`src/rtl/data_memory_ctrl_pkg.sv`:
```
// Shared definitions for the main data memory controller: FSM state
// encoding, transfer direction, default geometry shared with data_cache
// and the latency-counter width helper.
package data_memory_ctrl_pkg;

    // Default geometry, kept in step with the data cache's refill interface
    localparam int DEF_ADDR_W  = 6;
    localparam int DEF_DATA_W  = 32;
    localparam int DEF_LATENCY = 5;

    // Access FSM states
    typedef enum logic [1:0] {
        IDLE   = 2'b00,
        ACCESS = 2'b01,
        ACK    = 2'b10
    } mem_state_t;

    // Direction of the transfer latched at acceptance
    typedef enum logic {
        OP_READ  = 1'b0,
        OP_WRITE = 1'b1
    } mem_op_t;

    // Width of a down-counter able to hold LATENCY
    function automatic int cnt_width(input int latency);
        return $clog2(latency + 1);
    endfunction

endpackage

```
`src/rtl/data_memory_ctrl_mem_array.sv`:
```
// Word storage behind the controller: synchronous write, registered read,
// whole array and read register cleared by the asynchronous reset.
module data_memory_ctrl_mem_array
    import data_memory_ctrl_pkg::*;
#(
    parameter int ADDR_W = DEF_ADDR_W,
    parameter int DATA_W = DEF_DATA_W
) (
    input  logic              clock,
    input  logic              reset,
    input  logic              wr_en,
    input  logic              rd_en,
    input  logic [ADDR_W-1:0] addr,
    input  logic [DATA_W-1:0] wdata,
    output logic [DATA_W-1:0] rdata
);

    localparam int DEPTH = 1 << ADDR_W;

    logic [DATA_W-1:0] mem [DEPTH];

    // Store a word on a write commit; every word reads back as zero after reset
    // NOTE: resetting a storage array forces it into flops (no SRAM macro); done
    // here because the memory must come out of reset all-zero.
    always_ff @(posedge clock or negedge reset) begin
        if (!reset) begin
            for (int i = 0; i < DEPTH; i++) begin
                mem[i] <= '0;
            end
        end else if (wr_en) begin
            mem[addr] <= wdata;
        end
    end

    // Capture a word on a read commit; holds otherwise, writes leave it alone
    always_ff @(posedge clock or negedge reset) begin
        if (!reset) begin
            rdata <= '0;
        end else if (rd_en) begin
            rdata <= mem[addr];
        end
    end

endmodule

```
`src/rtl/data_memory_ctrl.sv`:
```
// Main data memory controller. Serves data-cache refills and write-backs
// with a fixed DRAM-like latency: busywait is raised combinationally while a
// request is outstanding, the transfer commits LATENCY edges after
// acceptance, then busywait drops for a one-cycle acknowledge window.
module data_memory_ctrl
    import data_memory_ctrl_pkg::*;
#(
    parameter int ADDR_W  = DEF_ADDR_W,
    parameter int DATA_W  = DEF_DATA_W,
    parameter int LATENCY = DEF_LATENCY
) (
    input  logic              clock,
    input  logic              reset,
    input  logic              mem_read,
    input  logic              mem_write,
    input  logic [ADDR_W-1:0] mem_address,
    input  logic [DATA_W-1:0] mem_writedata,
    output logic [DATA_W-1:0] mem_readdata,
    output logic              mem_busywait
);

    localparam int               CNT_W    = cnt_width(LATENCY);
    localparam logic [CNT_W-1:0] CNT_LOAD = CNT_W'(LATENCY - 1);
    localparam logic [CNT_W-1:0] CNT_ONE  = CNT_W'(1);

    mem_state_t        state;
    logic [CNT_W-1:0]  counter;
    mem_op_t           op_q;
    logic [ADDR_W-1:0] addr_q;
    logic [DATA_W-1:0] wdata_q;

    logic              req;
    logic              commit;
    mem_op_t           commit_op;
    logic [ADDR_W-1:0] commit_addr;
    logic [DATA_W-1:0] commit_data;

    // Exactly one of read/write is a request; both high is ignored
    assign req          = mem_read ^ mem_write;
    assign mem_busywait = req && (state != ACK);

    // Decide whether this edge commits, and with which operands. A single-cycle
    // build commits on the acceptance edge, so it uses the live inputs.
    // NOTE: every output of this block gets a default first, otherwise paths
    // that skip an assignment would infer latches.
    always_comb begin
        commit      = 1'b0;
        commit_op   = op_q;
        commit_addr = addr_q;
        commit_data = wdata_q;
        case (state)
            IDLE: begin
                if (req && (LATENCY == 1)) begin
                    commit      = 1'b1;
                    commit_op   = mem_write ? OP_WRITE : OP_READ;
                    commit_addr = mem_address;
                    commit_data = mem_writedata;
                end
            end
            ACCESS: begin
                if (req && (counter == '0)) begin
                    commit = 1'b1;
                end
            end
            default: begin
            end
        endcase
    end

    // Access FSM: accept, count down the latency (abort if withdrawn), acknowledge
    // NOTE: state is updated with non-blocking assignments so every flop samples
    // the pre-edge values, matching the hardware it describes.
    always_ff @(posedge clock or negedge reset) begin
        if (!reset) begin
            state   <= IDLE;
            counter <= '0;
            op_q    <= OP_READ;
            addr_q  <= '0;
            wdata_q <= '0;
        end else begin
            case (state)
                IDLE: begin
                    if (req) begin
                        op_q    <= mem_write ? OP_WRITE : OP_READ;
                        addr_q  <= mem_address;
                        wdata_q <= mem_writedata;
                        counter <= CNT_LOAD;
                        state   <= (LATENCY == 1) ? ACK : ACCESS;
                    end
                end
                ACCESS: begin
                    if (!req) begin
                        state <= IDLE;
                    end else if (counter == '0) begin
                        state <= ACK;
                    end else begin
                        counter <= counter - CNT_ONE;
                    end
                end
                ACK: begin
                    state <= IDLE;
                end
                default: begin
                    state <= IDLE;
                end
            endcase
        end
    end

    data_memory_ctrl_mem_array #(
        .ADDR_W (ADDR_W),
        .DATA_W (DATA_W)
    ) u_mem_array (
        .clock (clock),
        .reset (reset),
        .wr_en (commit && (commit_op == OP_WRITE)),
        .rd_en (commit && (commit_op == OP_READ)),
        .addr  (commit_addr),
        .wdata (commit_data),
        .rdata (mem_readdata)
    );

endmodule

```
`config.mk`:
```
export PLATFORM = sky130hd
export DESIGN_NAME = data_memory_ctrl
export DESIGN_NICKNAME = d
export VERILOG_FILES = /design/src/rtl/data_memory_ctrl_pkg.sv /design/src/rtl/data_memory_ctrl_mem_array.sv /design/src/rtl/data_memory_ctrl.sv
export SDC_FILE = /design/constraint.sdc
export NUM_CORES = 2
export LEC_CHECK = 0
export ABC_AREA = 1
export CORE_MARGIN = 2
export CORE_UTILIZATION = 30
export DETAILED_ROUTE_END_ITERATION = 6
export GPL_ROUTABILITY_DRIVEN = 0
export PLACE_DENSITY_LB_ADDON = 0.15
export SLEW_MARGIN = 10
export SYNTH_ARGS = -nofsm -noshare
export SYNTH_HDL_FRONTEND = slang
export SYNTH_SLANG_ARGS = --single-unit
```
`constraint.sdc`:
```
create_clock -name clock -period 5.45 [get_ports clock]
set_input_delay 0.8175 -clock clock [delete_from_list [all_inputs] [get_ports clock]]
set_output_delay 0.8175 -clock clock [all_outputs]
set_load 0.03 [all_outputs]
```
# Yosys cells after proc, flatten, opt, wreduce, memory -nomap -nowiden
# Index checks and enable logic that the tools add are counted.
[word_totals]
reg_bits = 2124
latch_bits = 0
mem_bits_rw = 0
rom_bits = 0
inputBits = 42
output_inout_bits = 33
wordCells = 110
memories = 0
[op_classes]
n_addsub = 1
mul = 0
n_div = 0
magnitude_cmp = 2
eq_ne = 6
n_shift = 0
mux = 17
n_bitwise = 3
reduce_logical = 11
[ops]
columns = ["operator", "n"]
rows = [
  ["$bwmux 2048", 1],
  ["$bmux 32 s6", 1],
  ["$demux 32 s6", 1],
  ["$mux 32", 3],
  ["$mux 3", 3],
  ["$ne 2x2->1 const B", 4],
  ["$ge 7x7->1 const B", 1],
  ["$lt 7x1->1 const B", 1],
  ["$not 6->7", 1],
  ["$mux 2", 3],
  ["$pmux 3 s2", 1],
  ["$logic_and 1x1->1", 5],
  ["$pmux 2 s2", 1],
  ["$reduce_and 2->1", 2],
  ["$reduce_and 4->1", 1],
  ["$logic_not 3->1", 1],
  ["$mux 1", 3],
  ["$ne 3x3->1 const B", 1],
  ["$sub 3x1->3 const B", 1],
  ["$eq 2x1->1 const B", 1],
  ["$logic_not 2->1", 1],
  ["$reduce_bool 2->1", 1],
  ["$not 1->1", 1],
  ["$xor 1x1->1", 1],
]

# Depth between registers and ports, before layout
[depth]
depth_word = 6
ltp_mapped = 13
depth_no_buf = 11

# Hierarchy
# Synthesis repeated with hierarchy kept, for this count alone.
[unflattened]
cells_unflattened = 13506
area_unflattened_um2 = 99377.8
[modules_own_cells]
columns = ["mod", "n_inst", "cells_each", "area_each_um2", "seq_area_each_um2"]
rows = [
  ["data_memory_ctrl_mem_array", 1, 13290, 97509.8, 52049.9],
  ["data_memory_ctrl", 1, 216, 1868.0, 1101.1],
]

# Worst setup path before layout
# No wires, ideal clock.
[synth_timing]
path_kind = "input-to-reg"
startpoint = "input mem_read"
endpoint = "register u_mem_array.mem[1283] in the netlist's numbering"
setup_ps = 136
t_arrival_ps = 2164
required_ps = 5314
path_slack_ps = 3150
stages = 11
path_buffers = 2
cell_sequence = "inv_1 nand2_1 nand2_1 inv_2 nand4_2 nor2_4 buf_2 nand4_2 clkbuf_1 nand2_1 o21ai_0"
[synth_via]
elab_chain_cells = 5
[synth_rtl]
columns = ["element", "line_no", "source"]
rows = [
  ["start: declaration", "data_memory_ctrl.sv:14", "input logic mem_read,"],
  ["$xor 1x1->1", "data_memory_ctrl.sv:39", "assign req = mem_read ^ mem_write;"],
  ["$logic_and 1x1->1", "data_memory_ctrl.sv:61", "if (req && (counter == '0)) begin"],
  ["$mux 1", "data_memory_ctrl.sv:61", ""],
  ["$mux 1", "data_memory_ctrl.sv:51", "case (state)"],
  ["$logic_and 1x1->1", "data_memory_ctrl.sv:116", ".wr_en (commit && (commit_op == OP_WRITE)),"],
  ["end signal: indexed assignment", "data_memory_ctrl_mem_array.sv:31", "mem[addr] <= wdata;"],
  ["end: declaration", "data_memory_ctrl_mem_array.sv:20", "logic [DATA_W-1:0] mem [DEPTH];"],
]
# Every way passes these cells.
# A chain may end at the register's enable or synchronous reset.

# Final worst setup path
[layout_timing]
startpoint = "register addr_q[0]"
endpoint = "register u_mem_array.rdata[26]"
[layout_via]
elab_chain_cells = 4
[layout_rtl]
columns = ["element", "line_no", "source"]
rows = [
  ["start: declaration", "data_memory_ctrl.sv:29", "logic [ADDR_W-1:0] addr_q;"],
  ["start signal: assignment", "data_memory_ctrl.sv:85", "addr_q <= mem_address;"],
  ["$not 6->7 (implied by the code)", "data_memory_ctrl_mem_array.sv:40", "rdata <= mem[addr];"],
  ["$bmux 32 s6", "data_memory_ctrl_mem_array.sv:40", ""],
  ["$mux 32 (implied by the code) (2 in series)", "data_memory_ctrl_mem_array.sv:40", ""],
  ["end signal: assignment", "data_memory_ctrl_mem_array.sv:40", ""],
  ["end: declaration", "data_memory_ctrl_mem_array.sv:15", "output logic [DATA_W-1:0] rdata"],
]
# Every way passes these cells. The select of a mux whose other input is x is not followed.

==> summary.txt <==
Floorplanning
  – Die width: 579 um
  – Initial core utilization: a little under a third
  – IO Pins: 75
  – Core area: 329000 um2
  – FP Rows: roughly 210
  – Die H: 579 um
  – Die ar.: approximately 330000 um2

Final layout
  – Final Instance Area: approximately 110000 um2
  – Commonest non-fill, non-tap cell in the layout: nand2_1
  – Share of layout cells above drive strength 1: 6.89%
  – Layout fillers: 34800
  – Most frequent cells in the layout: nand2_1 (4214), o21ai_0 (2200), dfrtp_1 (2123)
  – Area growth syn-to-layout: 13.4%
  – Final nets: between 10000 and 15000

Clocking
  – Longest Clk Path Bufs: 4
  – Worst-path clk slew: approximately 0.060 ns
  – CTS Buf Count: roughly 260
  – CTS resizes: 0
  – Clk_lat worst skew: about 0.9 ns
  – TritonCTS clock tree: yes
  – Post-CTS setup buffers: 0
  – Root Driver: clkbuf_16
  – H-tree depth: 5
  – Sink Count: about 2100

GRT
  – First-pass GRT wire length: 543 mm
  – Total Routing Usage GR: a little over a fifth
  – Pin count of the biggest net entering global routing: 173
  – Vias in the first global route: 79800
  – Initial antenna violation count: 20
  – Grt ovf: 0

Timing
  – Setup TNS: 0 ns
  – Final Max Tran Viols: 0
  – Unrepaired setup endpoints after global routing: false
  – Fmax: ~0.24 GHz
  – Hold WS: ~0.47 ns
  – Final setup viols: 0
  – Setup WS post-layout: around 1.3 ns
  – Final Hold Vio Count: 0
  – Final min period: roughly 4.2 ns
  – Fin crit share: between 70% and 80%
  – Clock Skew: around 0.035 ns
  – Relative slew slack: roughly 16%
  – Worst-Margin Slew: approximately 1.2 ns

Place
  – Port buffer count: 74
  – HPWL Detailed: 213 mm
  – Placed Instance Area: 104000 um2
  – Place WS: 1.21 ns

Synth
  – Syn_nets: approximately 13000
  – Synth Register Bits: about 2100
  – Yosys warns: 0
  – Synth Instances: 12900
  – Synth cell types: 22
  – Synth Cell Area: 99100 um2
  – Seq/Total Area, Yosys: between 50% and 60%
  – Mapped Avg Cell Area: ~7.7 um2

Route
  – Via/cell ratio: 4.81
  – Initial drt markers: between 7000 and 8000
  – Routed length per instance: between 20 and 25 um
  – DRC violations left: 0
  – DR pass1 iterations: 6
  – Antenna-violating nets left: 0
  – Routed wire length: around 360 mm
  – Via Count: 82000

Power and ir drop
  – Worst VDD drop: 0.000294 V
  – Pwr dens: around 480 nW/um2
  – Leakage: between 50 and 60 nW
  – Total power: 0.0535 W

Setup path
  – Crit Path Category: reg -> reg
  – Slowest-stage cell, CP: dfrtp_4
  – Cell mode on critical path: nand2_1
  – CP Max Fanout: slightly above 90
  – Family with the most delay on the worst path: buffers and inverters
  – Buf/Inv on CP: 4
  – Critical path cell sequence: inv_8 > buf_12 > buf_4 > nand2_1 > nand3_1 > nand2_1 > o21ai_0 > nand2_1 > nor2_1 > nand3_1 > nand2_1 > inv_1
  – Critical Path AT: a little under 5 ns
  – Reg2Reg Depth: 12
  – RR Startpoint: addr_q[0]$_DFFE_PN0P_
  – RR Endpoint: u_mem_array.rdata[26]$_DFFE_PN0P_
  – Crit path capture type: register
  – Worst reg-to-reg setup slack: 1.27 ns
  – Critical Path RT: 6.23 ns
  – Crit start category: register
  – Largest stage delay, worst path: roughly 0.7 ns

Run
  – Max-cap violations: 0

Hold path
  – Sink of the worst hold path: u_mem_array.mem[736]$_DFFE_PN0P_
  – Hold path cells: 2
  – Hold_sp: u_mem_array.mem[736]$_DFFE_PN0P_
  – HP Class: reg -> reg

Status
  – Outcome: finished, final reports clean
==> flip-flops by register name, summed over array words and instances, names as in the netlist <==
| signal | cells |
|---|---|
| commit_op | 1 |
| state | 2 |
| addr_q | 6 |
| counter | 3 |
| commit_data | 32 |
| u_mem_array.mem | 2048 |
| u_mem_array.rdata | 32 |
==> timing repair <==
action / in CTS / in global routing
hold buffers: 1 / 0
hold endpoints to repair: 41 / 0
endpoints found under the setup margin: 0 / 0
==> how the worst max path moves through the flow <==
stage                     startpoint                           endpoint  slack [ns]  cells after the start
2_1_floorplan               mem_read  u_mem_array.mem[1283]$_DFFE_PN0P_        3.15                     11
5_1_grt        addr_q[0]$_DFFE_PN0P_  u_mem_array.rdata[18]$_DFFE_PN0P_        1.14                     11
6_report       addr_q[0]$_DFFE_PN0P_  u_mem_array.rdata[26]$_DFFE_PN0P_        1.27                     12
4_1_cts        addr_q[0]$_DFFE_PN0P_  u_mem_array.rdata[26]$_DFFE_PN0P_        1.33                     12
3_5_place_dp               mem_write    u_mem_array.mem[94]$_DFFE_PN0P_        1.21                     13
3_3_place_gp               mem_write    u_mem_array.mem[88]$_DFFE_PN0P_        1.19                     13
==> layout make-up <==
type / count / area [um2] / share of cell area [%]
clock inverters: 52 / 561 / 0.499
clock buffers: 388 / 7750 / 6.89
repair buffers: 309 / 3030 / 2.69
well taps: 4366 / 5460 / 4.86
flip-flops and latches: 2124 / 53200 / 47.3
inverters: 1505 / 5670 / 5.05
multi-input cells: 8284 / 36700 / 32.7
diodes: 10 / 25.0 / 0.0223
==> stage by stage <==
| stage | std cells | utilization [%] |
|---|---|---|
| floorplan | 12900 | - |
| global placement | 16600 | 31.6 |
| detailed placement | 16600 | 31.6 |
| CTS | 17000 | 34.1 |
| global route | 17000 | 34.1 |
| finish | 17000 | 34.1 |
==> layer usage <==
layer | global-route usage (%) | wire length, um | up-vias
met5 | 0 | 52 | -
met2 | 35.3 | 166000 | 1958
met4 | 5.77 | 9480 | 8
li1 | - | - | 39400
met3 | 2.31 | 16900 | 439
met1 | 30.2 | 168000 | 40200
==> cell families (layout without fill, tap and decap cells) <==
logic type | Yosys count | count (layout) | share of synthesized area [%]
AND/OR/NAND/NOR | 5649 | 5649 | 22.7
AO/OA/AOI/OAI | 2633 | 2633 | 14.0
buffers and inverters | 2498 | 2254 | 9.62
flip-flops | 2124 | 2124 | 53.6
adder cells (fa/ha/maj) | 2 | 2 | 0.0252
other | 0 | 10 | 0
==> tightest hold or removal path, cell delays in order, from the launching register on <==
cell and delay [ns]:
dfrtp_1 0.33, nand2_1 0.05, o21ai_0 0.06
==> where the power goes <==
group	internal [W]	switching [W]	total (W)
sequential	0.0168	0.000724	0.0175
combinational	0.00438	0.0144	0.0188
clock	0.0101	0.00712	0.0172
total	0.0313	0.0222	0.0535
==> cells in the mapped netlist <==
| cell type | number | area, um2 |
|---|---|---|
| clkbuf_1 | 827 | 3100 |
| clkinv_1 | 2 | 7.51 |
| a21oi_1 | 3 | 15.0 |
| nand4_1 | 3 | 18.8 |
| ha_1 | 2 | 25.0 |
| dfrtp_1 | 2124 | 53200 |
| buf_1 | 40 | 150 |
| inv_1 | 1498 | 5620 |
| nor2_4 | 9 | 101 |
| o22ai_1 | 1 | 6.26 |
| nor3_1 | 10 | 50.1 |
| nand3_1 | 623 | 3120 |
| inv_2 | 4 | 15.0 |
| o21ai_0 | 2205 | 11000 |
| o211ai_1 | 278 | 2090 |
| nand2_1 | 4265 | 16000 |
| o21ai_1 | 146 | 731 |
| or2_2 | 135 | 845 |
| buf_2 | 126 | 631 |
| nor2_1 | 592 | 2220 |
| nand4_2 | 12 | 150 |
| inv_4 | 1 | 6.26 |
Note: power is estimated with default switching activity, not from simulation.
